**config.mk**
```make
export PLATFORM = sky130hd
export DESIGN_NAME = irq_arbiter_flat
export DESIGN_NICKNAME = d
export VERILOG_FILES = /design/src/rtl/irq_arbiter_pkg.sv /design/src/rtl/irq_arbiter_if.sv /design/src/rtl/irq_arbiter_gateway.sv /design/src/rtl/irq_arbiter.sv /design/src/flat_wrapper.sv
export SDC_FILE = /design/constraint.sdc
export NUM_CORES = 1
export LEC_CHECK = 0
export ABC_AREA = 1
export CORE_MARGIN = 10
export CORE_UTILIZATION = 44
export CTS_CLUSTER_SIZE = 25
export DETAILED_ROUTE_END_ITERATION = 6
export DONT_BUFFER_PORTS = 1
export PLACE_DENSITY = 0.63
export RECOVER_POWER = 25
export SYNTH_ARGS = -nofsm -noshare
export SYNTH_HDL_FRONTEND = slang
export SYNTH_SLANG_ARGS = --single-unit
```
**constraint.sdc**
```tcl
create_clock -name clk -period 8.5 [get_ports clk]
set_input_delay 0.85 -clock clk [delete_from_list [all_inputs] [get_ports clk]]
set_output_delay 0.85 -clock clk [all_outputs]
set_load 0.05 [all_outputs]
```
**src/rtl/irq_arbiter_pkg.sv**
```systemverilog
// irq_arbiter_pkg
// Shared definitions for the external interrupt arbiter:
//   - default parameter values (source count, priority width)
//   - byte offsets of the memory-mapped register window
//   - the "no interrupt" ID
//   - gateway FSM state encoding
//   - prio_offset(): byte offset of PRIORITY[idx]
package irq_arbiter_pkg;

    localparam int NUM_SRC_DEF = 8;
    localparam int PRIO_W_DEF  = 3;

    localparam logic [7:0] IRQ_PENDING   = 8'h00;
    localparam logic [7:0] IRQ_ENABLE    = 8'h04;
    localparam logic [7:0] IRQ_MODE      = 8'h08;
    localparam logic [7:0] IRQ_THRESH    = 8'h0C;
    localparam logic [7:0] IRQ_CLAIM     = 8'h10;
    localparam logic [7:0] IRQ_PRIO_BASE = 8'h20;

    localparam logic [7:0] IRQ_ID_NONE = 8'h00;

    typedef enum logic [1:0] {
        GW_IDLE    = 2'd0,
        GW_PEND    = 2'd1,
        GW_CLAIMED = 2'd2
    } gw_state_e;

    function automatic logic [7:0] prio_offset(input int idx);
        return IRQ_PRIO_BASE + 8'(4 * idx);
    endfunction

endpackage

```
**src/rtl/irq_arbiter_if.sv**
```systemverilog
// irq_arbiter_if
// Data-bus register window of the interrupt arbiter.
//   we/waddr/wdata : write strobe, address (byte offset in [7:0]), data
//   re/raddr       : read strobe (only qualifies the CLAIM side effect), address
//   rdata          : read data, combinational from raddr
// master = bus side (CPU), slave = arbiter side.
interface irq_arbiter_if;

    logic        we;
    logic [31:0] waddr;
    logic [31:0] wdata;
    logic        re;
    logic [31:0] raddr;
    logic [31:0] rdata;

    modport master (output we, waddr, wdata, re, raddr, input rdata);
    modport slave  (input we, waddr, wdata, re, raddr, output rdata);

endinterface

```
**src/rtl/irq_arbiter_gateway.sv**
```systemverilog
// irq_gateway
// Per-source interrupt gateway: 2-flop synchroniser, rising-edge detect and
// the IDLE/PEND/CLAIMED FSM with the edge-mode "again" flag.
//   clk, rst_n  : clock, async active-low reset
//   irq_raw     : raw asynchronous interrupt line
//   edge_mode   : 1 = edge triggered, 0 = level triggered
//   claim       : this source was claimed by software this cycle
//   complete    : software wrote this source's ID to COMPLETE this cycle
//   pending     : source is in PEND
module irq_gateway
    import irq_arbiter_pkg::*;
(
    input  logic clk,
    input  logic rst_n,
    input  logic irq_raw,
    input  logic edge_mode,
    input  logic claim,
    input  logic complete,
    output logic pending
);

    logic      sync_meta;
    logic      sync_line;
    logic      line_prev;
    logic      rise;
    logic      again;
    gw_state_e state;

    // Two-flop synchroniser plus one extra flop to detect rising edges of the
    // synchronised line.
    always_ff @(posedge clk or negedge rst_n) begin
        if (!rst_n) begin
            sync_meta <= 1'b0;
            sync_line <= 1'b0;
            line_prev <= 1'b0;
        end else begin
            sync_meta <= irq_raw;
            sync_line <= sync_meta;
            line_prev <= sync_line;
        end
    end

    assign rise = sync_line & ~line_prev;

    // Gateway FSM. In edge mode, an edge arriving while the source is already
    // pending or being serviced is remembered once in 'again' and turns the
    // completion into a re-pend. In level mode the line itself decides whether
    // the source re-pends on completion.
    always_ff @(posedge clk or negedge rst_n) begin
        if (!rst_n) begin
            state <= GW_IDLE;
            again <= 1'b0;
        end else begin
            case (state)
                GW_IDLE: begin
                    if (edge_mode ? rise : sync_line) state <= GW_PEND;
                end
                GW_PEND: begin
                    if (edge_mode && rise) again <= 1'b1;
                    if (claim) state <= GW_CLAIMED;
                end
                GW_CLAIMED: begin
                    if (complete) begin
                        again <= 1'b0;
                        if (edge_mode) state <= (again || rise) ? GW_PEND : GW_IDLE;
                        else           state <= sync_line ? GW_PEND : GW_IDLE;
                    end else if (edge_mode && rise) begin
                        again <= 1'b1;
                    end
                end
                default: state <= GW_IDLE;
            endcase
        end
    end

    assign pending = (state == GW_PEND);

endmodule

```
**src/rtl/irq_arbiter.sv**
```systemverilog
// irq_arbiter
// External interrupt arbiter in front of clint. Holds the ENABLE / MODE /
// THRESHOLD / PRIORITY registers, one gateway per source, the priority
// selection and the registered request towards clint.
//   clk, rst_n    : clock, async active-low reset
//   irq_src_i     : raw asynchronous interrupt lines
//   bus           : register window (slave modport)
//   clint_busy_i  : freezes the registered arbitration result
//   irq_o         : registered external interrupt request
//   irq_id_o      : registered winner ID, 0 when irq_o = 0
module irq_arbiter
    import irq_arbiter_pkg::*;
#(
    parameter int NUM_SRC = NUM_SRC_DEF,
    parameter int PRIO_W  = PRIO_W_DEF
) (
    input  logic               clk,
    input  logic               rst_n,
    input  logic [NUM_SRC-1:0] irq_src_i,
    irq_arbiter_if.slave       bus,
    input  logic               clint_busy_i,
    output logic               irq_o,
    output logic [7:0]         irq_id_o
);

    logic [NUM_SRC-1:0] enable;
    logic [NUM_SRC-1:0] mode;
    logic [PRIO_W-1:0]  threshold;
    logic [PRIO_W-1:0]  prio [NUM_SRC];

    logic [NUM_SRC-1:0] pending;
    logic [NUM_SRC-1:0] eligible;
    logic [NUM_SRC-1:0] claim_vec;
    logic [NUM_SRC-1:0] complete_vec;

    logic               win_valid;
    logic [PRIO_W-1:0]  win_prio;
    logic [7:0]         win_id;

    logic [7:0]         woff;
    logic [7:0]         roff;
    logic               unused_addr_bits;

    assign woff = bus.waddr[7:0];
    assign roff = bus.raddr[7:0];

    // The upper address bits are decoded outside this block.
    assign unused_addr_bits = ^{bus.waddr[31:8], bus.raddr[31:8]};

    // Software-visible configuration registers.
    always_ff @(posedge clk or negedge rst_n) begin
        if (!rst_n) begin
            enable    <= '0;
            mode      <= '0;
            threshold <= '0;
            for (int i = 0; i < NUM_SRC; i++) prio[i] <= '0;
        end else if (bus.we) begin
            if (woff == IRQ_ENABLE) enable    <= bus.wdata[NUM_SRC-1:0];
            if (woff == IRQ_MODE)   mode      <= bus.wdata[NUM_SRC-1:0];
            if (woff == IRQ_THRESH) threshold <= bus.wdata[PRIO_W-1:0];
            for (int i = 0; i < NUM_SRC; i++) begin
                if (woff == prio_offset(i)) prio[i] <= bus.wdata[PRIO_W-1:0];
            end
        end
    end

    // CLAIM targets the registered winner so software always claims the ID
    // that actually raised the interrupt; COMPLETE targets the written ID.
    always_comb begin
        claim_vec    = '0;
        complete_vec = '0;
        for (int i = 0; i < NUM_SRC; i++) begin
            claim_vec[i]    = bus.re && (roff == IRQ_CLAIM) && (irq_id_o == 8'(i + 1));
            complete_vec[i] = bus.we && (woff == IRQ_CLAIM) && (bus.wdata == 32'(i + 1));
        end
    end

    for (genvar g = 0; g < NUM_SRC; g++) begin : g_gw
        irq_gateway u_gw (
            .clk       (clk),
            .rst_n     (rst_n),
            .irq_raw   (irq_src_i[g]),
            .edge_mode (mode[g]),
            .claim     (claim_vec[g]),
            .complete  (complete_vec[g]),
            .pending   (pending[g])
        );
    end

    // Priority selection: a strictly greater priority is needed to replace the
    // current candidate, so ties resolve to the lowest index.
    always_comb begin
        eligible  = '0;
        win_valid = 1'b0;
        win_prio  = '0;
        win_id    = IRQ_ID_NONE;
        for (int i = 0; i < NUM_SRC; i++) begin
            eligible[i] = pending[i] && enable[i] && (prio[i] > threshold);
            if (eligible[i] && (!win_valid || prio[i] > win_prio)) begin
                win_valid = 1'b1;
                win_prio  = prio[i];
                win_id    = 8'(i + 1);
            end
        end
    end

    // Output register; frozen while clint is busy.
    always_ff @(posedge clk or negedge rst_n) begin
        if (!rst_n) begin
            irq_o    <= 1'b0;
            irq_id_o <= IRQ_ID_NONE;
        end else if (!clint_busy_i) begin
            irq_o    <= win_valid;
            irq_id_o <= win_id;
        end
    end

    // Read mux; unmapped offsets and unused high bits read as zero.
    always_comb begin
        bus.rdata = '0;
        case (roff)
            IRQ_PENDING: bus.rdata = 32'(pending);
            IRQ_ENABLE:  bus.rdata = 32'(enable);
            IRQ_MODE:    bus.rdata = 32'(mode);
            IRQ_THRESH:  bus.rdata = 32'(threshold);
            IRQ_CLAIM:   bus.rdata = 32'(irq_id_o);
            default:     bus.rdata = '0;
        endcase
        for (int i = 0; i < NUM_SRC; i++) begin
            if (roff == prio_offset(i)) bus.rdata = 32'(prio[i]);
        end
    end

endmodule

```
**src/flat_wrapper.sv**
```systemverilog
// flat-port wrapper written by rule: the top's interface ports become plain ports
module irq_arbiter_flat import irq_arbiter_pkg::*;
#(
    parameter int NUM_SRC = NUM_SRC_DEF,
    parameter int PRIO_W  = PRIO_W_DEF
)
  (clk, rst_n, irq_src_i, clint_busy_i, irq_o, irq_id_o, bus_we, bus_waddr, bus_wdata, bus_re, bus_raddr, bus_rdata);
  irq_arbiter_if bus_i ();
  input  logic clk;
  input  logic rst_n;
  input  logic [NUM_SRC-1:0] irq_src_i;
  input  logic clint_busy_i;
  output logic irq_o;
  output logic [7:0] irq_id_o;
  input wire logic [$bits(bus_i.we)-1:0] bus_we;
  input wire logic [$bits(bus_i.waddr)-1:0] bus_waddr;
  input wire logic [$bits(bus_i.wdata)-1:0] bus_wdata;
  input wire logic [$bits(bus_i.re)-1:0] bus_re;
  input wire logic [$bits(bus_i.raddr)-1:0] bus_raddr;
  output wire logic [$bits(bus_i.rdata)-1:0] bus_rdata;
  assign bus_i.we = bus_we;
  assign bus_i.waddr = bus_waddr;
  assign bus_i.wdata = bus_wdata;
  assign bus_i.re = bus_re;
  assign bus_i.raddr = bus_raddr;
  assign bus_rdata = bus_i.rdata;
  irq_arbiter #(.NUM_SRC(NUM_SRC), .PRIO_W(PRIO_W)) u_core (.clk(clk), .rst_n(rst_n), .irq_src_i(irq_src_i), .bus(bus_i), .clint_busy_i(clint_busy_i), .irq_o(irq_o), .irq_id_o(irq_id_o));
endmodule
```
==> results.sh <==
export IMPL_io_buffer_count=0
export IMPL_grt_pass1_wl_um=29610
export IMPL_startpoint="u_core.prio[23]"
export IMPL_clockPowerShare_pct=28.0
export IMPL_dp_slack_ns=-0.04073
export IMPL_max_slew_margin_pct=22.36
export IMPL_dp_hpwl_um=14340
export IMPL_setup_worst_path_end_class="register"
export IMPL_p_switching_mw=0.5239
export IMPL_path_class="register to register"
export IMPL_path_buf_inv=7
export IMPL_root_buffer="clkbuf_16"
export IMPL_ys_top_cells_by_area="dfrtp_1, ha_1, nand2_1, inv_1, o21ai_0"
export IMPL_path_clk_slew_ns=0.07
export IMPL_drc=0
export IMPL_period_share_pct=94.02
export IMPL_n_fill_cell=1508
export IMPL_cts_tree="done"
export IMPL_worst_setup_path_start_kind="register"
export IMPL_drive_gt1_share_pct=14.93
export IMPL_synth_main_ff_cell="dfrtp_1"
export IMPL_clock_sinks=96
export IMPL_required_ns=8.79
export IMPL_cts_made_buffers=9
export IMPL_synth_xor_area_share_pct=0
export IMPL_grt_pass1_vias=5721
export IMPL_p_total_mw=1.421
export IMPL_fin_area_um2=7934
export IMPL_die_w_um=145.0
export IMPL_cpPeakStageDelay_ns=0.41
export IMPL_synth_mux_area_share_pct=0
export IMPL_drv_cap=0
export IMPL_grt_overflow_total=0
export IMPL_synthToLayoutAreaGrowth_pct=15.42
export IMPL_placed_cell_area_um2=7281
export IMPL_crit_path_max_fanout=5
export IMPL_seq_power_share_pct=40.7
export IMPL_yosysSeqAreaShare_pct=34.95
export IMPL_synth_top_family_by_area="simple AND/OR/NAND/NOR gates"
export IMPL_synth_common_cells="nand2_1, inv_1, dfrtp_1"
export IMPL_multi_input_area_um2=4133
export IMPL_tightest_slew_ns=1.157
export IMPL_clockBufferDepth=2
export IMPL_via_per_inst=5.075
export IMPL_slew_violations=0
export IMPL_finalSetupViolCount=0
export IMPL_fmax_mhz=125.1
export IMPL_n_antenna_cell=0
export IMPL_final_nets=1160
export IMPL_outcome="finished clean"
export IMPL_power_frac_comb_pct=31.2
export IMPL_regArea_um2=2402
export IMPL_ys_seq_elements=96
export IMPL_grt_antenna_before_repair=0
export IMPL_ff2ff_path_depth=65
export IMPL_irDropWorstVdd_uv=102.1
export IMPL_drtIter0Drc=392
export IMPL_ant_nets=0
export IMPL_hold_class="primary input to async pin"
export IMPL_post_synth_top_count_cell="nand2_1"
export IMPL_p_leak_nw=3.992
export IMPL_initial_core_util_pct=45.05
export IMPL_worst_ep_arrival_time_ns=8.28
export IMPL_wirelength_um=18620
export IMPL_chipHeight_um=145.0
export IMPL_fin_ws_ns=0.5079
export IMPL_synthesis_instances=925
export IMPL_drt_first_pass_iters=5
export IMPL_p_int_mw=0.8974
export IMPL_yosys_area_share_simple_pct=27.72
export IMPL_vias=6034
export IMPL_cts_htree_levels=3
export IMPL_powerDensity_nw_per_um2=179.1
export IMPL_core_area_um2=15260
export IMPL_critPathTopFamily="simple AND/OR/NAND/NOR gates"
export IMPL_synth_compound_area_share_pct=12.16
export IMPL_track_usage_pct=17.11
export IMPL_holdBufCountCts=0
export IMPL_rr_endpoint="u_core.irq_id_o[2]"
export IMPL_synth_edf_count=0
export IMPL_yosys_warnings=0
export IMPL_crit_slowest_cell="dfrtp_1"
export IMPL_synth_adder_area_share_pct=14.20
export IMPL_r2r_start="u_core.prio[23]"
export IMPL_yosysTopAreaCell="dfrtp_1"
export IMPL_row_count=45
export IMPL_clk_latency_ns=0.36
export IMPL_finalSetupTns_ns=0
export IMPL_synthArstFlopShare_pct=100.0
export IMPL_io_pins=150
export IMPL_crit_top_cell="nand2_1"
export IMPL_synth_area_per_cell_um2=7.431
export IMPL_gp_congestion=0.8824
export IMPL_fp_dieArea_um2=21020
export IMPL_reg2reg_slack_ns=0.51
export IMPL_synth_top_area_share_pct=34.95
export IMPL_wl_per_cell_um=15.66
export IMPL_skew_ns=0.009834
export IMPL_syn_area_um2=6874
export IMPL_period_needed_ns=7.992
export IMPL_grt_max_degree=97
export IMPL_ys_types=39
export IMPL_hold_violations=0
export IMPL_swShare_pct=36.86
[timing repair]
| action | CTS | global route |
|---|---|---|
| setup buffers | 0 | 7 |
| endpoints found under the setup margin | 4 | 4 |
| pin swaps | 0 | 28 |
| cloned | 0 | 0 |
| gates resized for setup | 2 | 62 |
[metrics by stage]
step / hold WS, ns / cells / util [%]
after floorplan: 0.3312 / 952 / -
after global placement: 0.3325 / 1166 / 47.72
after detailed placement: 0.3347 / 1166 / 47.72
after CTS: 0.1690 / 1182 / 49.63
after global routing: 0.1643 / 1189 / 52.00
final: 0.1844 / 1189 / 52.00
[kinds of logic (layout without fill, tap and decap cells)]
family	count (synthesis)	after routing
buf+inv	172	198
other cells	1	28
simple gates	430	430
fa+ha+maj	78	78
compound gates	148	148
flops	96	96
[routing by layer]
layer	GRT usage, %	wire, um	vias to the layer above
met3	4.191	1139	16
met1	22.85	8717	2791
met5	0	0	-
met2	26.99	8552	161
met4	4.494	214	0
li1	-	-	3066
[cells in the final DEF (no fill, tap or decap), types with 14 or more instances in the layout]
cell type / netlist / layout
nor2_1: 57 / 54
nand2_1: 248 / 231
nand3_2: 8 / 14
buf_4: 28 / 42
inv_1: 130 / 126
nand2_2: 3 / 18
nand4_1: 15 / 15
ha_1: 78 / 65
conb_1: 1 / 28
a21oi_1: 30 / 27
dfrtp_1: 96 / 96
o21ai_0: 85 / 79
nand3_1: 63 / 55
[power groups by stage]
stage          Clock, mW  Combinational, mW  Sequential, mW
4_1_cts            0.406              0.433           0.576
3_3_place_gp           0              0.420           0.583
3_5_place_dp           0              0.430           0.584
2_1_floorplan          0              0.341           0.571
5_1_grt            0.427              0.521           0.590
6_report           0.398              0.444           0.579
[worst max-delay path by stage]
stage | end | slack (ns) | depth (start not counted)
after CTS | u_core.irq_id_o[2] | 0.02 | 67
after detailed placement | u_core.irq_id_o[1] | -0.04 | 67
final | u_core.irq_id_o[2] | 0.51 | 65
after global placement | u_core.irq_id_o[2] | 0.08 | 65
after global routing | u_core.irq_id_o[2] | -0.07 | 68
after floorplan | u_core.irq_id_o[2] | 0.59 | 69
[flip-flops by register name (all words and copies together) (netlist names)]
| register | cells |
|---|---|
| u_core.prio | 24 |
| u_core.g_gw.u_gw.state | 16 |
| u_core.enable | 8 |
| u_core.g_gw.u_gw.again | 8 |
| u_core.g_gw.u_gw.line_prev | 8 |
| u_core.g_gw.u_gw.sync_line | 8 |
| u_core.g_gw.u_gw.sync_meta | 8 |
| u_core.mode | 8 |
| u_core.irq_id_o | 4 |
| u_core.threshold | 3 |
| u_core.irq_o | 1 |
[final cells by class]
type                       count  area share (%)
multi-input combinational    684           52.09
sequential                    96           30.28
inverter                     139           6.576
timing repair buffer          43           4.116
tap                          211           3.328
clock buffer                   9           2.839
clock inverter                 7          0.7727
Note: power is estimated with default switching activity, not from simulation.
